===== src/rtl/dcache_ctrl_if.sv =====
// CPU and block-memory signals of the data-cache controller, bundled for port use.
// The cache drives through the slave modport; the CPU/memory side uses master.
interface dcache_ctrl_if;
  logic         cpu_ren;
  logic         cpu_wen;
  logic [31:0]  cpu_addr;
  logic [31:0]  cpu_wdata;
  logic [31:0]  cpu_rdata;
  logic         cpu_stall;
  logic         mem_ren;
  logic         mem_wen;
  logic [27:0]  mem_block_address;
  logic [127:0] mem_din;
  logic [127:0] mem_dout;
  logic         mem_ready;
  logic         mem_done;

  modport slave (
    input  cpu_ren, cpu_wen, cpu_addr, cpu_wdata, mem_dout, mem_ready, mem_done,
    output cpu_rdata, cpu_stall, mem_ren, mem_wen, mem_block_address, mem_din
  );

  modport master (
    output cpu_ren, cpu_wen, cpu_addr, cpu_wdata, mem_dout, mem_ready, mem_done,
    input  cpu_rdata, cpu_stall, mem_ren, mem_wen, mem_block_address, mem_din
  );
endinterface


===== src/rtl/dcache_ctrl.sv =====
// Direct-mapped, write-back, write-allocate data cache controller with 4-word blocks.
// Memory strobes and addresses are registered; hits complete combinationally in idle.
module dcache_ctrl #(
  parameter int unsigned INDEX_BITS = 4
) (
  input logic          clock,
  input logic          reset,
  dcache_ctrl_if.slave bus
);

  localparam int unsigned Lines = 2 ** INDEX_BITS;
  localparam int unsigned TagW  = 28 - INDEX_BITS;

  typedef enum logic [1:0] {StIdle, StWriteback, StAllocate, StGap} state_e;

  state_e           r_state;
  logic [Lines-1:0] r_valid;
  logic [Lines-1:0] r_dirty;
  logic [TagW-1:0]  r_tag  [Lines];
  logic [127:0]     r_data [Lines];
  logic             r_mem_ren;
  logic             r_mem_wen;
  logic [27:0]      r_mem_addr;
  logic [127:0]     r_mem_din;

  logic [INDEX_BITS-1:0] w_index;
  logic [TagW-1:0]       w_tag;
  logic [1:0]            w_offset;
  logic                  w_req;
  logic                  w_hit;
  logic [127:0]          w_line;
  logic [31:0]           w_word;
  logic [127:0]          w_merged;
  logic                  w_wr_hit;
  logic                  w_fill;
  logic                  w_unused;

  assign w_index  = bus.cpu_addr[3+INDEX_BITS:4];
  assign w_tag    = bus.cpu_addr[31:4+INDEX_BITS];
  assign w_offset = bus.cpu_addr[3:2];
  assign w_unused = ^bus.cpu_addr[1:0];
  assign w_req    = bus.cpu_ren | bus.cpu_wen;
  assign w_hit    = r_valid[w_index] && (r_tag[w_index] == w_tag);
  assign w_line   = r_data[w_index];
  assign w_word   = w_line[{w_offset, 5'd0} +: 32];

  always_comb begin
    w_merged = w_line;
    w_merged[{w_offset, 5'd0} +: 32] = bus.cpu_wdata;
  end

  // Read+write together counts as a write, so cpu_wen alone decides the update.
  assign w_wr_hit = !reset && (r_state == StIdle) && bus.cpu_wen && w_hit;
  assign w_fill   = !reset && (r_state == StAllocate) && bus.mem_ready;

  // Tag and data arrays carry no reset; the valid bits guard them.
  always_ff @(posedge clock) begin
    if (w_fill) begin
      r_data[w_index] <= bus.mem_dout;
      r_tag[w_index]  <= w_tag;
    end else if (w_wr_hit) begin
      r_data[w_index] <= w_merged;
    end
  end

  always_ff @(posedge clock) begin
    if (reset) begin
      r_state    <= StIdle;
      r_valid    <= '0;
      r_dirty    <= '0;
      r_mem_ren  <= 1'b0;
      r_mem_wen  <= 1'b0;
      r_mem_addr <= '0;
      r_mem_din  <= '0;
    end else begin
      unique case (r_state)
        StIdle: begin
          if (w_req && !w_hit) begin
            if (r_valid[w_index] && r_dirty[w_index]) begin
              r_state    <= StWriteback;
              r_mem_wen  <= 1'b1;
              r_mem_addr <= {r_tag[w_index], w_index};
              r_mem_din  <= w_line;
            end else begin
              r_state    <= StAllocate;
              r_mem_ren  <= 1'b1;
              r_mem_addr <= bus.cpu_addr[31:4];
            end
          end else if (w_wr_hit) begin
            r_dirty[w_index] <= 1'b1;
          end
        end
        StWriteback: begin
          if (bus.mem_done) begin
            r_state   <= StGap;
            r_mem_wen <= 1'b0;
          end
        end
        StGap: begin
          r_state    <= StAllocate;
          r_mem_ren  <= 1'b1;
          r_mem_addr <= bus.cpu_addr[31:4];
        end
        StAllocate: begin
          if (bus.mem_ready) begin
            r_state          <= StIdle;
            r_mem_ren        <= 1'b0;
            r_valid[w_index] <= 1'b1;
            r_dirty[w_index] <= 1'b0;
          end
        end
        default: r_state <= StIdle;
      endcase
    end
  end

  assign bus.mem_ren           = r_mem_ren;
  assign bus.mem_wen           = r_mem_wen;
  assign bus.mem_block_address = r_mem_addr;
  assign bus.mem_din           = r_mem_din;
  assign bus.cpu_stall         = (r_state != StIdle) || (w_req && !w_hit);
  assign bus.cpu_rdata         = ((r_state == StIdle) && bus.cpu_ren && w_hit) ? w_word : 32'd0;

endmodule

===== src/flat_wrapper.sv =====
// flat-port wrapper written by rule: the top's interface ports become plain ports
module dcache_ctrl_flat 
#(
  parameter int unsigned INDEX_BITS = 4
)
  (clock, reset, bus_cpu_ren, bus_cpu_wen, bus_cpu_addr, bus_cpu_wdata, bus_mem_dout, bus_mem_ready, bus_mem_done, bus_cpu_rdata, bus_cpu_stall, bus_mem_ren, bus_mem_wen, bus_mem_block_address, bus_mem_din);
  dcache_ctrl_if bus_i ();
  input logic clock;
  input logic reset;
  input wire logic [$bits(bus_i.cpu_ren)-1:0] bus_cpu_ren;
  input wire logic [$bits(bus_i.cpu_wen)-1:0] bus_cpu_wen;
  input wire logic [$bits(bus_i.cpu_addr)-1:0] bus_cpu_addr;
  input wire logic [$bits(bus_i.cpu_wdata)-1:0] bus_cpu_wdata;
  input wire logic [$bits(bus_i.mem_dout)-1:0] bus_mem_dout;
  input wire logic [$bits(bus_i.mem_ready)-1:0] bus_mem_ready;
  input wire logic [$bits(bus_i.mem_done)-1:0] bus_mem_done;
  output wire logic [$bits(bus_i.cpu_rdata)-1:0] bus_cpu_rdata;
  output wire logic [$bits(bus_i.cpu_stall)-1:0] bus_cpu_stall;
  output wire logic [$bits(bus_i.mem_ren)-1:0] bus_mem_ren;
  output wire logic [$bits(bus_i.mem_wen)-1:0] bus_mem_wen;
  output wire logic [$bits(bus_i.mem_block_address)-1:0] bus_mem_block_address;
  output wire logic [$bits(bus_i.mem_din)-1:0] bus_mem_din;
  assign bus_i.cpu_ren = bus_cpu_ren;
  assign bus_i.cpu_wen = bus_cpu_wen;
  assign bus_i.cpu_addr = bus_cpu_addr;
  assign bus_i.cpu_wdata = bus_cpu_wdata;
  assign bus_i.mem_dout = bus_mem_dout;
  assign bus_i.mem_ready = bus_mem_ready;
  assign bus_i.mem_done = bus_mem_done;
  assign bus_cpu_rdata = bus_i.cpu_rdata;
  assign bus_cpu_stall = bus_i.cpu_stall;
  assign bus_mem_ren = bus_i.mem_ren;
  assign bus_mem_wen = bus_i.mem_wen;
  assign bus_mem_block_address = bus_i.mem_block_address;
  assign bus_mem_din = bus_i.mem_din;
  dcache_ctrl #(.INDEX_BITS(INDEX_BITS)) u_core (.clock(clock), .reset(reset), .bus(bus_i));
endmodule

===== config.mk =====
export PLATFORM = sky130hd
export DESIGN_NAME = dcache_ctrl_flat
export DESIGN_NICKNAME = d
export VERILOG_FILES = /design/src/rtl/dcache_ctrl_if.sv /design/src/rtl/dcache_ctrl.sv /design/src/flat_wrapper.sv
export SDC_FILE = /design/constraint.sdc
export NUM_CORES = 2
export LEC_CHECK = 0
export CORE_ASPECT_RATIO = 0.75
export CORE_UTILIZATION = 50
export DETAILED_ROUTE_END_ITERATION = 8
export HOLD_SLACK_MARGIN = 0.03
export PLACE_DENSITY = 0.67
export SETUP_SLACK_MARGIN = 0.05
export SLEW_MARGIN = 30
export SYNTH_ARGS = -nofsm -noshare
export SYNTH_HDL_FRONTEND = slang
export SYNTH_SLANG_ARGS = --single-unit

===== constraint.sdc =====
create_clock -name clock -period 27.4 [get_ports clock]
set_input_delay 2.74 -clock clock [delete_from_list [all_inputs] [get_ports clock]]
set_output_delay 2.74 -clock clock [all_outputs]
set_load 0.02 [all_outputs]

# --- Yosys cells after proc, flatten, opt, wreduce, memory -nomap -nowiden ---
# Memories as Yosys holds them, arrays and structs flattened.
# Cells that the tools add are included.
# W data, S select, Z words.
op_classes:
  n_eq_ne: 11
  n_shift: 3
  n_addsub: 1
  bitwise: 6
  mux: 34
  magnitude_cmp: 2
  n_reduce_logical: 27
ops:
  columns: ["cell", "count"]
  rows:
  - ["$bwmux W128", 1]
  - ["$mux W128", 1]
  - ["$shift A32 B9 Y128 const A", 1]
  - ["$shiftx A128 B8 Y32", 1]
  - ["$shiftx A32 B9 Y128", 1]
  - ["$mux W28", 2]
  - ["$pmux W28 S2", 1]
  - ["$mux W16", 3]
  - ["$mux W32", 1]
  - ["$or A16 B16 Y16", 2]
  - ["$pmux W16 S2", 1]
  - ["$eq A24 B24 Y1", 1]
  - ["$and A16 B16 Y16", 1]
  - ["$not A16 Y16", 1]
  - ["$mux W1", 14]
  - ["$reduce_and A4 Y1", 3]
  - ["$logic_and A1 B1 Y1", 11]
  - ["$neg A7 Y9", 1]
  - ["$bmux W1 S4", 2]
  - ["$mux W2", 4]
  - ["$ne A2 B2 Y1 const B", 4]
  - ["$pmux W2 S4", 1]
  - ["$reduce_bool A2 Y1", 4]
  - ["$ne A2 B1 Y1 const B", 3]
  - ["14 further kinds", 19]
word_totals:
  output_inout_bits: 191
  word_cells: 93
  memories: 2
  ramBits: 2432
  regBits: 192
  in_bits: 198
memory_table:
  columns: ["memory", "depth", "word_bits", "read_ports", "rd_clocked_by_memory_dff", "write_ports", "line_no", "rtl"]
  rows:
  - ["u_core.r_data", 16, 128, 1, 0, 1, "dcache_ctrl.sv:20", "logic [127:0] r_data [Lines];"]
  - ["u_core.r_tag", 16, 24, 1, 0, 1, "dcache_ctrl.sv:19", "logic [TagW-1:0] r_tag [Lines];"]

# --- Depth between registers and ports, before layout ---
logic_depth:
  ltp_word: 8
  mapped_depth: 16
  mapped_depth_nobuf: 9

# --- Least setup slack after synthesis ---
# OpenSTA, ideal clock, no wires.
synth_timing:
  path_type: "input port to flip-flop"
  start: "input port bus_cpu_addr[7]"
  end: "memory u_core.r_data[12][100] (enable)"
  n_path_buf: 5
  t_required_ps: 26783
  setup_ps: 617
  path_slack_ps: 15873
  stages: 13
  t_arrival_ps: 10910
  cell_sequence: "buf_2 buf_2 buf_1 mux4_2 mux2i_1 xnor2_1 o41ai_1 nand4_1 nor4_4 nor2b_1 clkbuf_1 clkbuf_1 nor2_1"
synth_between:
  elab_chain_cells: 8
  word_cells_on_any_way: 10
  classes_between: "1 x eq/ne; 5 x mux; 1 x bitwise; 2 x reduce/logical; 1 x memory"
synth_lines:
  columns: ["element", "line_no", "rtl"]
  rows:
  - ["from (decl)", "flat_wrapper.sv:12", "input wire logic [$bits(bus_i.cpu_addr)-1:0] bus_cpu_addr;"]
  - ["$mem_v2 Z16 W24 or $bmux W1 S4 (tied branches)", null, null]
  - ["$eq A24 B24 Y1 or $mux W1 (tied branches)", "dcache_ctrl.sv:43", "assign w_hit = r_valid[w_index] && (r_tag[w_index] == w_tag);"]
  - ["$logic_and A1 B1 Y1", "dcache_ctrl.sv:43", null]
  - ["$logic_and A1 B1 Y1", "dcache_ctrl.sv:53", "assign w_wr_hit = !reset && (r_state == StIdle) && bus.cpu_wen && w_hit;"]
  - ["$mux W1", "dcache_ctrl.sv:61", "end else if (w_wr_hit) begin"]
  - ["$mux W1", "dcache_ctrl.sv:58", "if (w_fill) begin"]
  - ["$mux W1 (not written as such)", "dcache_ctrl.sv:62", "r_data[w_index] <= w_merged;"]
  - ["$or A1 B1 Y1 (no line)", null, null]
  - ["to (decl)", "dcache_ctrl.sv:20", null]
# Parallel ways exist; a longest one is shown, timed or not. The select of a mux whose other input is x is not followed.

# --- Worst setup path after layout ---
layout_timing:
  start: "input port bus_cpu_addr[7]"
  end: "output port bus_cpu_rdata[6]"
layout_between:
  elab_chain_cells: 5
  word_cells_on_any_way: 9
  classes_between: "1 x eq/ne; 1 x shift; 3 x mux; 2 x reduce/logical; 2 x memory"
layout_lines:
  columns: ["element", "line_no", "rtl"]
  rows:
  - ["branches (longest 4 deep; another with $mem_v2 Z16 W128)", null, null]
  - ["$mux W32 *", "dcache_ctrl.sv:122", "assign bus.cpu_rdata = ((r_state == StIdle) && bus.cpu_ren && w_hit) ? w_word : 32'd0;"]
  - ["to (decl)", "flat_wrapper.sv:17", "output wire logic [$bits(bus_i.cpu_rdata)-1:0] bus_cpu_rdata;"]
# Every way passes the cells marked *. The select of a mux whose other input is x is not followed.

==> results.txt <==
STA classifies the critical path startpoint as an input port. At the pin with the least slew margin, the transition time is 1070 ps. The sequential standard cell area was 76,900 µm². After detailed routing, the average wire length per cell comes to 34.8 µm. After detailed routing, the number of remaining DRC violations is 0. The number of synthesized register bits is 2,624.

After synthesis, the netlist uses 63 different library cells. The area of the core was 206,000 µm²; the largest net degree at the start of global routing was 134. The worst pin sits at a relative slew slack of 28.6%. Along the worst path, the maximum fanout reaches 52. After synthesis the cells add up to 104,000 µm².

Walking the worst path, the cells encountered are buf_4, buf_4, buf_4, nor2b_1, a22o_1, a221oi_1, a221o_1, nor4b_1, nand4_1, nor3_1, nand3_2, buf_4, nor2b_1, clkdlybuf4s50_1. The total of endpoints with negative setup slack in the final report is 0. The hold-fix buffer count after cts is 0. Leaving out fill and tap cells, the most frequent cell in the layout is sky130_fd_sc_hd__edfxtp_1.

Type of the worst setup path: in2out. The share of total power dissipated in combinational logic is 6.3%. The starting DRC count in detailed routing was 7,621; the final estimated routing congestion in global placement was 0.857. Counting the fill cells in the layout gives 15,100. At the worst endpoint, the required time is 24,660 ps. The tools report the detailed-router iteration count before antenna repair as 6. In the final design database the tool counted 5,823 nets. The worst setup path is captured at an output port. For the final database, setup skew stands at 103 ps. The H-tree was split into 4 levels. The effective utilization at floorplan was 50.5%; the width of the die was 529 µm. The logs give 0.0565 mV for the maximum vdd ir drop and 300,000 µm for the overall routed net length. The tool flagged a number of max-cap violations equal to 0.

The stage delay of the slowest cell on the critical path is 760 ps. Dividing the synthesized area by the synthesized cell count gives 20.0 µm². Buffers placed on the I/O ports in this run total 386. The worst path uses 40.7% of the clock period. After layout, the worst setup slack is 16,240 ps. Setup repair after global routing left no endpoint under its margin. Detailed placement finished with a half-perimeter wire length of 172,000 µm. In the global route stage, overall resource usage came out at 28.5%. TritonCTS built the clock tree. The post-synthesis cell type with the largest combined area is sky130_fd_sc_hd__edfxtp_1.

After synthesis, flip-flops and latches occupy 73.8% of the total area. For this design, the sink count on the clock tree is 2,624. The area share of the largest cell type after synthesis came out at 70.1%.

Yosys printed 0 warnings. The hold violation count in the final report came out at 0. Counting flops with an async set or reset pin after synthesis yields a share of 0%.

The sequential power share is 53.4%, and the post-CTS resize count is 0. The clock network burns 40.3% of the power. The max-slew violation total from the final report is 0, and the via density per instance is 6.51.

In this run the vertical extent of the chip is 397 µm. The routed layout has 56,100 vias. Setup total negative slack on the finished layout was measured at 0 ps. By area the synthesized netlist is led by sky130_fd_sc_hd__edfxtp_1 70%, sky130_fd_sc_hd__mux4_2 16%, sky130_fd_sc_hd__dfxtp_1 3.7%. Instance count of the mapped netlist: 5,199.

In the layout the commonest cells are 2,432 x sky130_fd_sc_hd__edfxtp_1, 751 x sky130_fd_sc_hd__mux4_2, 375 x sky130_fd_sc_hd__clkdlybuf4s50_1, 275 x sky130_fd_sc_hd__o21ai_0, 248 x sky130_fd_sc_hd__clkbuf_16. The switching power of the nets came out at 1.79 mW. For the finished layout, the period the worst path requires is 11,160 ps. The number of nets handed over by synthesis was 5,402. Of the total power, the share spent switching nets is 21.7%. The fraction of final layout cells sized beyond drive strength 1 was 23.7%; the maximum clock frequency was 89.6 MHz. TritonCTS created 245 clock buffers. Counting along the longest clock path gives a buffer depth of 4. Clock-pin slew was measured on the worst setup and hold paths at 70 ps. Among all flip-flop cells after synthesis, the most frequent one is sky130_fd_sc_hd__edfxtp_1. The internal power of the cells totals 6.44 mW.

Once detail routing completed, the nets flagged for antenna violations numbered 0. For the worst-skew pair, the clock arrives at the later sink with an insertion delay of 910 ps. The number of antenna violations at the first check in global routing was 49; the cell row count was 144. The slowest stage of the critical path belongs to the cell sky130_fd_sc_hd__nor2b_1.

The area added between synthesis and finish was 14.6%. The worst hold path belongs to the class reg2reg. The multi-input combinational cells in the finished layout cover a total of 25,500 µm².

The tools report the via count of the first global-routing pass as 54,300. The first global-routing pass estimated 418,000 µm of wire. The run gives 389 as the I/O pin count.

In this run the power density over the cells is 68.9 nW/µm². After clock tree synthesis, the setup repair step added 0 buffers. CTS root buffer: sky130_fd_sc_hd__clkbuf_16.

The analysis attributes to cell leakage a power of 37.3 nW. The post-placement setup slack came out at 16,370 ps. The flow ran to the end, and the final reports show no timing, DRC or antenna violations. The data arrival at the endpoint of the critical path was 8420 ps. The floorplan die area is 210,000 µm², and the total global routing overflow is 0. Most prevalent standard cell on the critical path: sky130_fd_sc_hd__buf_4. Yosys mapped a number of flops with a built-in enable equal to 2,432.
[layer usage]
metal | vias to the layer above | global-route usage [%] | wire, µm
met1 | 29900 | 40.3 | 115000
met4 | 10 | 12.0 | 13900
met5 | - | 0 | 69
li1 | 22200 | - | -
met3 | 566 | 6.14 | 32900
met2 | 3424 | 43.2 | 138000
[kinds of logic after synthesis]
logic type	count (synthesis)	synth area share, %
compound gates	572	3.12
xor+xnor	28	0.235
fa+ha+maj	5	0.0601
buf+inv	492	1.90
flops	2624	73.8
mux	985	18.7
simple gates	493	2.22
[power groups by stage]
stage / Combinational (mW) / Sequential (mW) / Clock (mW)
3_3_place_gp: 0.502 / 4.48 / 0
4_1_cts: 0.510 / 4.39 / 3.34
3_5_place_dp: 0.509 / 4.48 / 0
6_report: 0.514 / 4.39 / 3.31
5_1_grt: 0.536 / 4.39 / 3.48
2_1_floorplan: 0.284 / 4.48 / 0
[cells in the mapped netlist (33+ instances only)]
cell / count
sky130_fd_sc_hd__edfxtp_1: 2432
sky130_fd_sc_hd__mux4_2: 751
sky130_fd_sc_hd__o21ai_0: 275
sky130_fd_sc_hd__clkbuf_1: 212
sky130_fd_sc_hd__dfxtp_1: 192
sky130_fd_sc_hd__nand2_1: 183
sky130_fd_sc_hd__a21oi_1: 156
sky130_fd_sc_hd__inv_1: 152
sky130_fd_sc_hd__nand3_1: 136
sky130_fd_sc_hd__mux2_2: 112
sky130_fd_sc_hd__mux2i_1: 93
sky130_fd_sc_hd__buf_1: 74
sky130_fd_sc_hd__nor2_1: 67
sky130_fd_sc_hd__nor2b_1: 40
sky130_fd_sc_hd__buf_2: 33
[path summary, 6_finish.rpt]
check	startpoint	end	slack (ps)	depth (start not counted)
max	bus_cpu_addr[7]	bus_cpu_rdata[6]	16240	14
min	u_core.bus.mem_block_address[3]$_SDFFE_PP0P_	u_core.bus.mem_block_address[3]$_SDFFE_PP0P_	470	2
max reg2reg	u_core.r_tag[15][14]$_DFFE_PP_	u_core.r_data[15][38]$_DFFE_PP_	20520	12
min reg2reg	u_core.bus.mem_block_address[3]$_SDFFE_PP0P_	u_core.bus.mem_block_address[3]$_SDFFE_PP0P_	470	2
[area by class of cell]
type	instances	area share, %
Antenna cell	23	0.0482
Clock buffer	337	5.61
Clock inverter	109	0.827
Inverter	155	0.494
Multi-Input combinational cell	2083	21.4
Sequential cell	2624	64.4
Tap cell	2774	2.91
Timing Repair Buffer	511	4.30
[metrics by stage]
step	power [mW]	utilization [%]	cells	hold slack, ps	area, µm²
CTS	8.25	57.8	8591	470	119000
floorplan	4.77	-	5199	448	104000
global placement	4.98	54.0	8139	455	111000
global route	8.41	57.9	8605	482	119000
finish	8.22	57.9	8616	466	119000
detailed placement	4.99	54.1	8145	460	112000
[sequential cells by signal (all words and copies together) (netlist names), named ones only]
name and cells:
u_core.r_state 2, u_core.bus.mem_block_address 28, u_core.r_valid 16, u_core.bus.mem_wen 1, u_core.r_tag 384, u_core.bus.mem_ren 1, u_core.bus.mem_din 128, u_core.r_data 2048
[worst max-delay path: cells and delay by family]
kind | cells | cell delay (ps)
buffers and inverters | 5 | 2700
and+or+nand+nor | 6 | 2070
AOI/OAI and AO/OA | 3 | 730
Note: power is estimated with default switching activity, not from simulation.
